## src/rtl/counter_updown_mod.sv

```systemverilog
// counter_updown_mod: WIDTH-bit modulo counter with up/down stepping, parallel load,
// wrap or saturate handling at the end of range, and a cascadable terminal count.
module counter_updown_mod #(
    parameter int unsigned     WIDTH       = 8,
    parameter longint unsigned MODULUS     = 256,
    parameter longint unsigned RESET_VALUE = 0
) (
    input  logic             Clk,
    input  logic             Clear,
    input  logic             Enable,
    input  logic             Up,
    input  logic             Saturate,
    input  logic             Load,
    input  logic [WIDTH-1:0] Load_Value,
    output logic [WIDTH-1:0] Count_Contents,
    output logic             Terminal_Count,
    output logic             Wrap_Pulse,
    output logic             Overflow
);
    // MODULUS may equal 2^WIDTH, so the top value is formed in 64 bits before narrowing.
    localparam logic [WIDTH-1:0] MAX_CNT = WIDTH'(MODULUS - 64'd1);
    localparam logic [WIDTH-1:0] RST_CNT = WIDTH'(RESET_VALUE);
    localparam logic [WIDTH-1:0] ONE     = {{(WIDTH-1){1'b0}}, 1'b1};

    logic [WIDTH-1:0] count_p0;
    logic             wrap_p0;
    logic             ovf_p0;

    logic [WIDTH-1:0] count_nxt;
    logic             wrap_nxt;
    logic             ovf_nxt;
    logic             at_max;
    logic             at_zero;

    function automatic logic [WIDTH-1:0] clamp_load(input logic [WIDTH-1:0] v);
        return (v > MAX_CNT) ? MAX_CNT : v;
    endfunction

    assign at_max  = (count_p0 == MAX_CNT);
    assign at_zero = (count_p0 == '0);

    always_comb begin
        count_nxt = count_p0;
        wrap_nxt  = 1'b0;
        ovf_nxt   = ovf_p0;
        if (Load) begin
            count_nxt = clamp_load(Load_Value);
            ovf_nxt   = 1'b0;
        end else if (Enable) begin
            if (Up) begin
                if (!at_max) begin
                    count_nxt = count_p0 + ONE;
                end else if (Saturate) begin
                    ovf_nxt = 1'b1;
                end else begin
                    count_nxt = '0;
                    wrap_nxt  = 1'b1;
                end
            end else begin
                if (!at_zero) begin
                    count_nxt = count_p0 - ONE;
                end else if (Saturate) begin
                    ovf_nxt = 1'b1;
                end else begin
                    count_nxt = MAX_CNT;
                    wrap_nxt  = 1'b1;
                end
            end
        end
    end

    // Stage p0: count and status registers
    always_ff @(posedge Clk or posedge Clear) begin
        if (Clear) begin
            count_p0 <= RST_CNT;
            wrap_p0  <= 1'b0;
            ovf_p0   <= 1'b0;
        end else begin
            count_p0 <= count_nxt;
            wrap_p0  <= wrap_nxt;
            ovf_p0   <= ovf_nxt;
        end
    end

    // Terminal count ignores Saturate so a cascade sees the same carry in both modes.
    assign Terminal_Count = Enable & ~Load & ((Up & at_max) | (~Up & at_zero));
    assign Count_Contents = count_p0;
    assign Wrap_Pulse     = wrap_p0;
    assign Overflow       = ovf_p0;

endmodule

```

## config.mk

```make
export PLATFORM = sky130hd
export DESIGN_NAME = counter_updown_mod
export DESIGN_NICKNAME = d
export VERILOG_FILES = /design/src/rtl/counter_updown_mod.sv
export SDC_FILE = /design/constraint.sdc
export NUM_CORES = 1
export LEC_CHECK = 0
export ABC_AREA = 1
export CAP_MARGIN = 5
export CORE_ASPECT_RATIO = 1.4
export CORE_MARGIN = 2
export CORE_UTILIZATION = 45
export DETAILED_ROUTE_END_ITERATION = 16
export PLACE_DENSITY = 0.82
export SYNTH_ARGS = -nofsm -noshare
export SYNTH_HDL_FRONTEND = slang
export SYNTH_SLANG_ARGS = --single-unit
```

## constraint.sdc

```tcl
create_clock -name Clk -period 4.8 [get_ports Clk]
set_input_delay 0.48 -clock Clk [delete_from_list [all_inputs] [get_ports Clk]]
set_output_delay 0.48 -clock Clk [all_outputs]
set_load 0.01 [all_outputs]
```

### Word-level counts from Yosys, hierarchy flattened

Index checks and enable logic that the tools add are counted.
W data, S select, Z words.

| word-level totals | value |
|---|---|
| bits in latches | 0 |
| logic and storage cells | 42 |
| RAM bits | 0 |
| ROM bits | 0 |
| register bits | 10 |
| memories | 0 |
| input port bits | 14 |

| cells by class | value |
|---|---|
| reductions and logical operators | 5 |
| equal/unequal tests | 4 |
| div/mod/pow operators | 0 |
| $lt $le $gt $ge | 1 |
| bitwise gates (word level) | 7 |
| add/subtract/negate cells | 2 |
| muxes and demuxes | 20 |
| shifts and indexed selects | 0 |
| $mul | 0 |

Operator list:

| cell | count |
|---|---|
| $mux W8 | 8 |
| $mux W1 | 12 |
| $add A8 B1 Y8 const B | 1 |
| $eq A8 B8 Y1 const B | 1 |
| $gt A8 B8 Y1 const B | 1 |
| $logic_not A8 Y1 | 1 |
| $ne A4 B4 Y1 const B | 2 |
| $sub A8 B1 Y8 const B | 1 |
| $reduce_and A3 Y1 | 2 |
| $and A1 B1 Y1 | 4 |
| $ne A3 B1 Y1 const B | 1 |
| $reduce_bool A3 Y1 | 1 |
| $not A1 Y1 | 2 |
| $reduce_bool A2 Y1 | 1 |
| $or A1 B1 Y1 | 1 |

### Depth between registers and ports, before layout

Gate-level depths: netlist (run 1).

| depth | value |
|---|---|
| depth in word-level cells | 5 |
| depth in mapped cells | 13 |

### Least setup slack after synthesis (run 1)

Ideal clock, no wire load.

| timing path | value |
|---|---|
| path type | reg-to-output |
| start | register count_p0[0], in the netlist Count_Contents[0] |
| end | output port Terminal_Count |
| buffers on the path | 0 |
| data arrival time | 1.370 ns |
| cell stages (with the launch flop) | 10 |
| slack | 2.950 ns |
| data required time | 4.320 ns |
| cell sequence | dfrtp_1 > ha_1 > nand3_2 > nor2_2 > nand2_1 > nor2_2 > nor2_1 > a21oi_2 > nand2_1 > inv_1 |

| between the ends | value |
|---|---|
| cells in the longest elaborated chain, start to end | 4 |
| elaborated cells on any way between the ends | 6 |
| those cells by class | eq/ne: 1; bitwise: 4; reduce/logical: 1 |

RTL lines:

| element | line | source |
|---|---|---|
| start, declared | 25 | `logic [WIDTH-1:0] count_p0;` |
| start signal, assigned | 79 | `count_p0 <= count_nxt;` |
| $eq A8 B8 Y1 or $logic_not A8 Y1 (tied branches) | 39, 40 |  |
| $and A1 B1 Y1 | 86 | `assign Terminal_Count = Enable & ~Load & ((Up & at_max) \| (~Up & at_zero));` |
| $or A1 B1 Y1 * | 86 |  |
| $and A1 B1 Y1 * | 86 |  |
| end, declared | 16 | `output logic Terminal_Count,` |

Every way passes the cells marked *; elsewhere a longest branch is shown, timed or not.

### Final worst setup path (run 1)

Ends and elaborated chain as after synthesis.

==> results of run 1 <==
-- critical path, delay by kind of cell (launching register included) --
kind	cells	cell delay (ps)
buf+inv	2	580
fa+ha+maj	1	220
compound gates	1	130
flops	1	410
simple gates	6	670
-- placed cells by master, fill, tap and decap left out, types with 2 or more instances in the layout --
| cell type | instances |
|---|---|
| ha_1 | 3 |
| nand3_2 | 2 |
| a21oi_1 | 3 |
| o21ai_2 | 2 |
| dfrtp_1 | 10 |
| nor2_1 | 17 |
| inv_2 | 4 |
| nor2_2 | 3 |
| nand2_2 | 2 |
| o21ai_1 | 2 |
| nand4_1 | 2 |
| inv_1 | 16 |
| o21ai_0 | 6 |
| clkbuf_4 | 3 |
| nand3_1 | 15 |
| clkdlybuf4s50_1 | 24 |
| nor3_1 | 2 |
| nand2_1 | 55 |
-- cells by family (layout without fill, tap and decap cells) --
kind of cell	count (synthesis)	count (layout)
AOI/OAI and AO/OA	17	17
xor gates and xnor gates	1	1
adders and majority gates	3	3
buffers and inverters	24	49
DFF	10	10
and+or+nand+nor	103	103
-- registers in the layout, indices dropped and copies added, names as in the netlist --
| signal | cells |
|---|---|
| Wrap_Pulse | 1 |
| Count_Contents | 8 |
| Overflow | 1 |
-- final timing paths --
kind                              startpoint                end  cells after the start
max reg2reg                Count_Contents[0]  Count_Contents[6]                     13
min reg2reg                         Overflow           Overflow                      2
max                        Count_Contents[0]     Terminal_Count                     10
max in group asynchronous              Clear  Count_Contents[3]                      2
min                                    Clear  Count_Contents[5]                      2
min in group Clk                    Overflow           Overflow                      2
-- report_power, final --
| group | total (mW) | switching [mW] | internal (mW) |
|---|---|---|---|
| combinational | 0.152 | 0.0850 | 0.0674 |
| clock | 0.0834 | 0.0371 | 0.0463 |
| sequential | 0.120 | 0.0245 | 0.0960 |
-- metal layers --
layer | global-route usage | vias up | routed length [um]
li1 | - | 551 | -
met1 | 0.291 | 511 | 1060
met2 | 0.389 | 48 | 1350
met3 | 0.0213 | 6 | 206
met4 | 0.104 | 0 | 62
met5 | 0 | - | 0
-- cell type report --
class	count	area (um^2)	area share
clock buffers	4	36.3	0.0286
inverters	21	83.8	0.0660
multi-input cells	124	632	0.498
flip-flops and latches	10	250	0.197
well taps	22	27.5	0.0217
repair buffers	24	240	0.189
-- through the flow --
stage	setup WS [ps]	util	std cells
after global routing	1900	0.597	205
after detailed placement	2210	0.580	201
after floorplan	2950	-	158
after global placement	2240	0.580	201
final	2020	0.597	205
after CTS	2040	0.597	205
==> impl_metrics.ini, run 1 <==
[worst_hold_path]
worst_hold_path_type = primary input to async pin

[final_layout]
nFillCells = 201
layout-drive-gt1-share = 0.131
nets = 201
area_growth_pct = 28.3
final_cell_area_mm2 = 0.00127
antenna_cells = 0

[synth]
synth_top_cell_area_share = 0.253
synth_commonest_cells = 55 x nand2_1, 17 x nor2_1, 16 x inv_1, 15 x nand3_1, 10 x dfrtp_1
synth-compound-area-share = 0.105
netlist_top_cells_area = dfrtp_1 25%, nand2_1 21%, nand3_1 7.6%
synth_top_family_by_area = simple AND/OR/NAND/NOR gates
yosysMostFrequentCell = nand2_1
synth_edf_count = 0
synth.area.mux_share = 0
synth_xor_area_frac = 0.00885
synth_cell_type_count = 30
yosysTopAreaCell = dfrtp_1
postSynth.topFlopCell = dfrtp_1
avgSynthCellArea_um2 = 6.26
synthesis.nets = 175
syn_area_um2 = 990
post_synth_inst_count = 158
synth-simple-area-share = 0.487
yosys_warnings = 0
synth-async-reset-ratio = 1.00
ys_ff_latch = 10
synthAdderAreaFrac = 0.0379
seq_area_frac_synth = 0.253

[setup_path]
r2r_slack_ps = 3010
crit_fanout = 5
cpPeakStageDelay_ps = 530
worstSetupStartpointType = register
crit_chain = ha_1 -> nand3_2 -> nor2_2 -> nand2_1 -> nor2_2 -> nor2_1 -> a21oi_2 -> nand2_1 -> inv_1 -> clkdlybuf4s50_1
worstSetupEndpointType = output port
cp_slowest_cell = clkdlybuf4s50_1
crit_type = register to output port
cp_data_required_time_ps = 4320
crit_arrival_ps = 2300

[pwr]
ir_worst_vdd_mv = 0.209
fin_total_pwr_mw = 0.356
powerDensity_mw_per_mm2 = 281
p_leak_nw = 0.655

[clocking]
insertion_delay_ps = 290
cts_buffers = 3
postCtsSetupRepairBufs = 0
root_buffer = clkbuf_4
tritoncts = done
htreeDepth = 1
clkSinkCount = 10
hold_buffers = 0
cts.repair.resized = 0
cts_max_path_buffers = 2
clkTransAtPathRegs_ps = 80

[sta]
max-slew-margin-rel = 0.602
hold_viol = 0
grt_setup_unrepaired = false
drv_slew = 0
hold_slack_ps = 483
fmax_mhz = 359
finalSetupViolCount = 0
skew_ps = 7.47
worstMarginPinSlew_ps = 595
period_share = 0.580
fin_setup_tns_ps = 0
fin_crit_ps = 2780

[drt]
wl_per_cell_um = 13.1
viasPerCell = 5.44
post-route-drc-count = 0
wl_mm = 2.68
vias = 1116
firstDrtPassIters = 4
drt_iter0_drc = 37
ant_nets = 0

[floorplan]
die_w_um = 43.6
ioPinCount = 25
die_h_um = 59.5
start_util = 0.465
core_mm2 = 0.00213
rows = 20
die_area_mm2 = 0.00260

[global_routing]
grt_max_degree = 15
antenna_found_initial = 0
grt_pass1_vias = 1059
grtUsageTotal = 0.230
grt_first_pass_wirelength_mm = 4.54
overflow = 0

[place]
placed_cell_area_mm2 = 0.00123
place_hpwl_mm = 2.08
finalWeightedCongestion = 0.972
io_buffers = 24

[run]
cap_violations = 0

[outcome]
outcome = finished, final reports clean
(Power assumes the default switching activity.)
==> run 2: changes to the inputs <==
==> constraint.sdc (replaced) <==
create_clock -name Clk -period 2.91 [get_ports Clk]
set_input_delay 0.291 -clock Clk [delete_from_list [all_inputs] [get_ports Clk]]
set_output_delay 0.291 -clock Clk [all_outputs]
set_load 0.01 [all_outputs]
==> run 2 against run 1 <==
Clock skew fell by 3.5 ps. Critical path depth did not move. First-iteration DRC count rose by 43%. Clock power rose by 22%. Sequential share of layout area rose by 0.098 points. Power rose by 56%. Non-clock buffer count rose by 1. Cell area fell by 0.49%. Global-route usage barely moved. Critical path type unchanged. Largest power group unchanged. Highest routed layer unchanged.
==> impl_metrics.ini, run 2 (synthesized netlist as in run 1, its figures left out) <==
[outcome]
outcome = finished, final reports clean

[clocking]
cts.repair.resized = 0
clkSinkCount = 10
hold_buffers = 0
tritoncts = done
root_buffer = clkbuf_4
cts_buffers = 3
htreeDepth = 1
insertion_delay_ps = 280
clkTransAtPathRegs_ps = 70
postCtsSetupRepairBufs = 0
cts_max_path_buffers = 2

[setup_path]
cp_slowest_cell = clkdlybuf4s50_1
crit_chain = ha_1 -> nand3_2 -> nor2_2 -> nand2_1 -> nor2_2 -> nor2_1 -> a21oi_2 -> nand2_1 -> inv_1 -> clkdlybuf4s50_1
worstSetupStartpointType = register
cp_data_required_time_ps = 2620
worstSetupEndpointType = output port
crit_fanout = 5
cpPeakStageDelay_ps = 520
crit_type = register to output port
crit_arrival_ps = 2320
crit_buf_inv = 2
critPathTopFamily = simple AND/OR/NAND/NOR gates

[drt]
post-route-drc-count = 0
drt_iter0_drc = 53
wl_per_cell_um = 13.1
wl_mm = 2.69
firstDrtPassIters = 4
ant_nets = 0
viasPerCell = 5.41
vias = 1110

[worst_hold_path]
worst_hold_path_type = primary input to async pin

[sta]
fin_crit_ps = 2610
fmax_mhz = 383
drv_slew = 0
hold_viol = 0
grt_setup_unrepaired = false
finalSetupViolCount = 0
period_share = 0.898
max-slew-margin-rel = 0.719
worstMarginPinSlew_ps = 422
final.setup.worst_slack_ps = 298
fin_setup_tns_ps = 0
skew_ps = 4.01

[pwr]
p_leak_nw = 0.652
powerDensity_mw_per_mm2 = 438
fin_total_pwr_mw = 0.554
ir_worst_vdd_mv = 0.251

[global_routing]
grtUsageTotal = 0.230
grt_max_degree = 15
grt_first_pass_wirelength_mm = 4.41
overflow = 0
antenna_found_initial = 0
grt_pass1_vias = 1004

[floorplan]
die_h_um = 59.5
start_util = 0.465
die_w_um = 43.6
ioPinCount = 25
die_area_mm2 = 0.00260
core_mm2 = 0.00213
rows = 20

[place]
place_worst_setup_slack_ps = 623
place_hpwl_mm = 2.10
finalWeightedCongestion = 0.941
io_buffers = 24

[run]
cap_violations = 0

[final_layout]
antenna_cells = 0
layout-drive-gt1-share = 0.131
layout_common_cells = 55 x nand2_1, 24 x clkdlybuf4s50_1, 17 x nor2_1
largest_reg_flops = 8
final_common_cell = nand2_1
nets = 202
area_growth_pct = 27.7
## run 2: changes by cell type in the layout (fill, tap and decap cells not counted)
cell      change
buf_4         +1
clkbuf_8      -1
## run 2: stage by stage
stage,hold WS [ps],instance area (um^2),util,instances
detailed placement,474,1240,0.584,202
floorplan,131,990,-,158
global placement,471,1240,0.584,202
CTS,317,1260,0.594,205
global route,383,1260,0.594,205
finish,300,1260,0.594,205
## run 2: where the power goes
group	leakage [nW]	total [mW]	internal, mW	switching (mW)
Sequential	0.125	0.199	0.158	0.0402
Combinational	0.513	0.253	0.112	0.141
Clock	0.0138	0.102	0.0482	0.0539
## run 2: final timing paths
path,from,endpoint,slack (ps),cells past startpoint
hold reg to reg,Overflow,Overflow,490,2
setup / recovery,Count_Contents[0],Terminal_Count,300,10
max in group asynchronous,Clear,Count_Contents[7],2310,2
hold / removal,Clear,Count_Contents[2],300,2
min in group Clk,Overflow,Overflow,490,2
setup reg to reg,Count_Contents[0],Count_Contents[6],1170,13
## run 2: final cells by class
| type | count | area, um^2 |
|---|---|---|
| repair buffers | 25 | 248 |
| clock buffers | 3 | 22.5 |
| flip-flops and latches | 10 | 250 |
| inverters | 21 | 83.8 |
| multi-input cells | 124 | 632 |
| well taps | 22 | 27.5 |
| fillers | 190 | 863 |
## run 2: layer usage
metal / up-vias / routed length, um / track usage
met4: 0 / 116 / 0.165
met2: 50 / 1360 / 0.376
met5: - / 0 / 0
met1: 493 / 1050 / 0.274
li1: 554 / - / -
met3: 13 / 155 / 0.0244
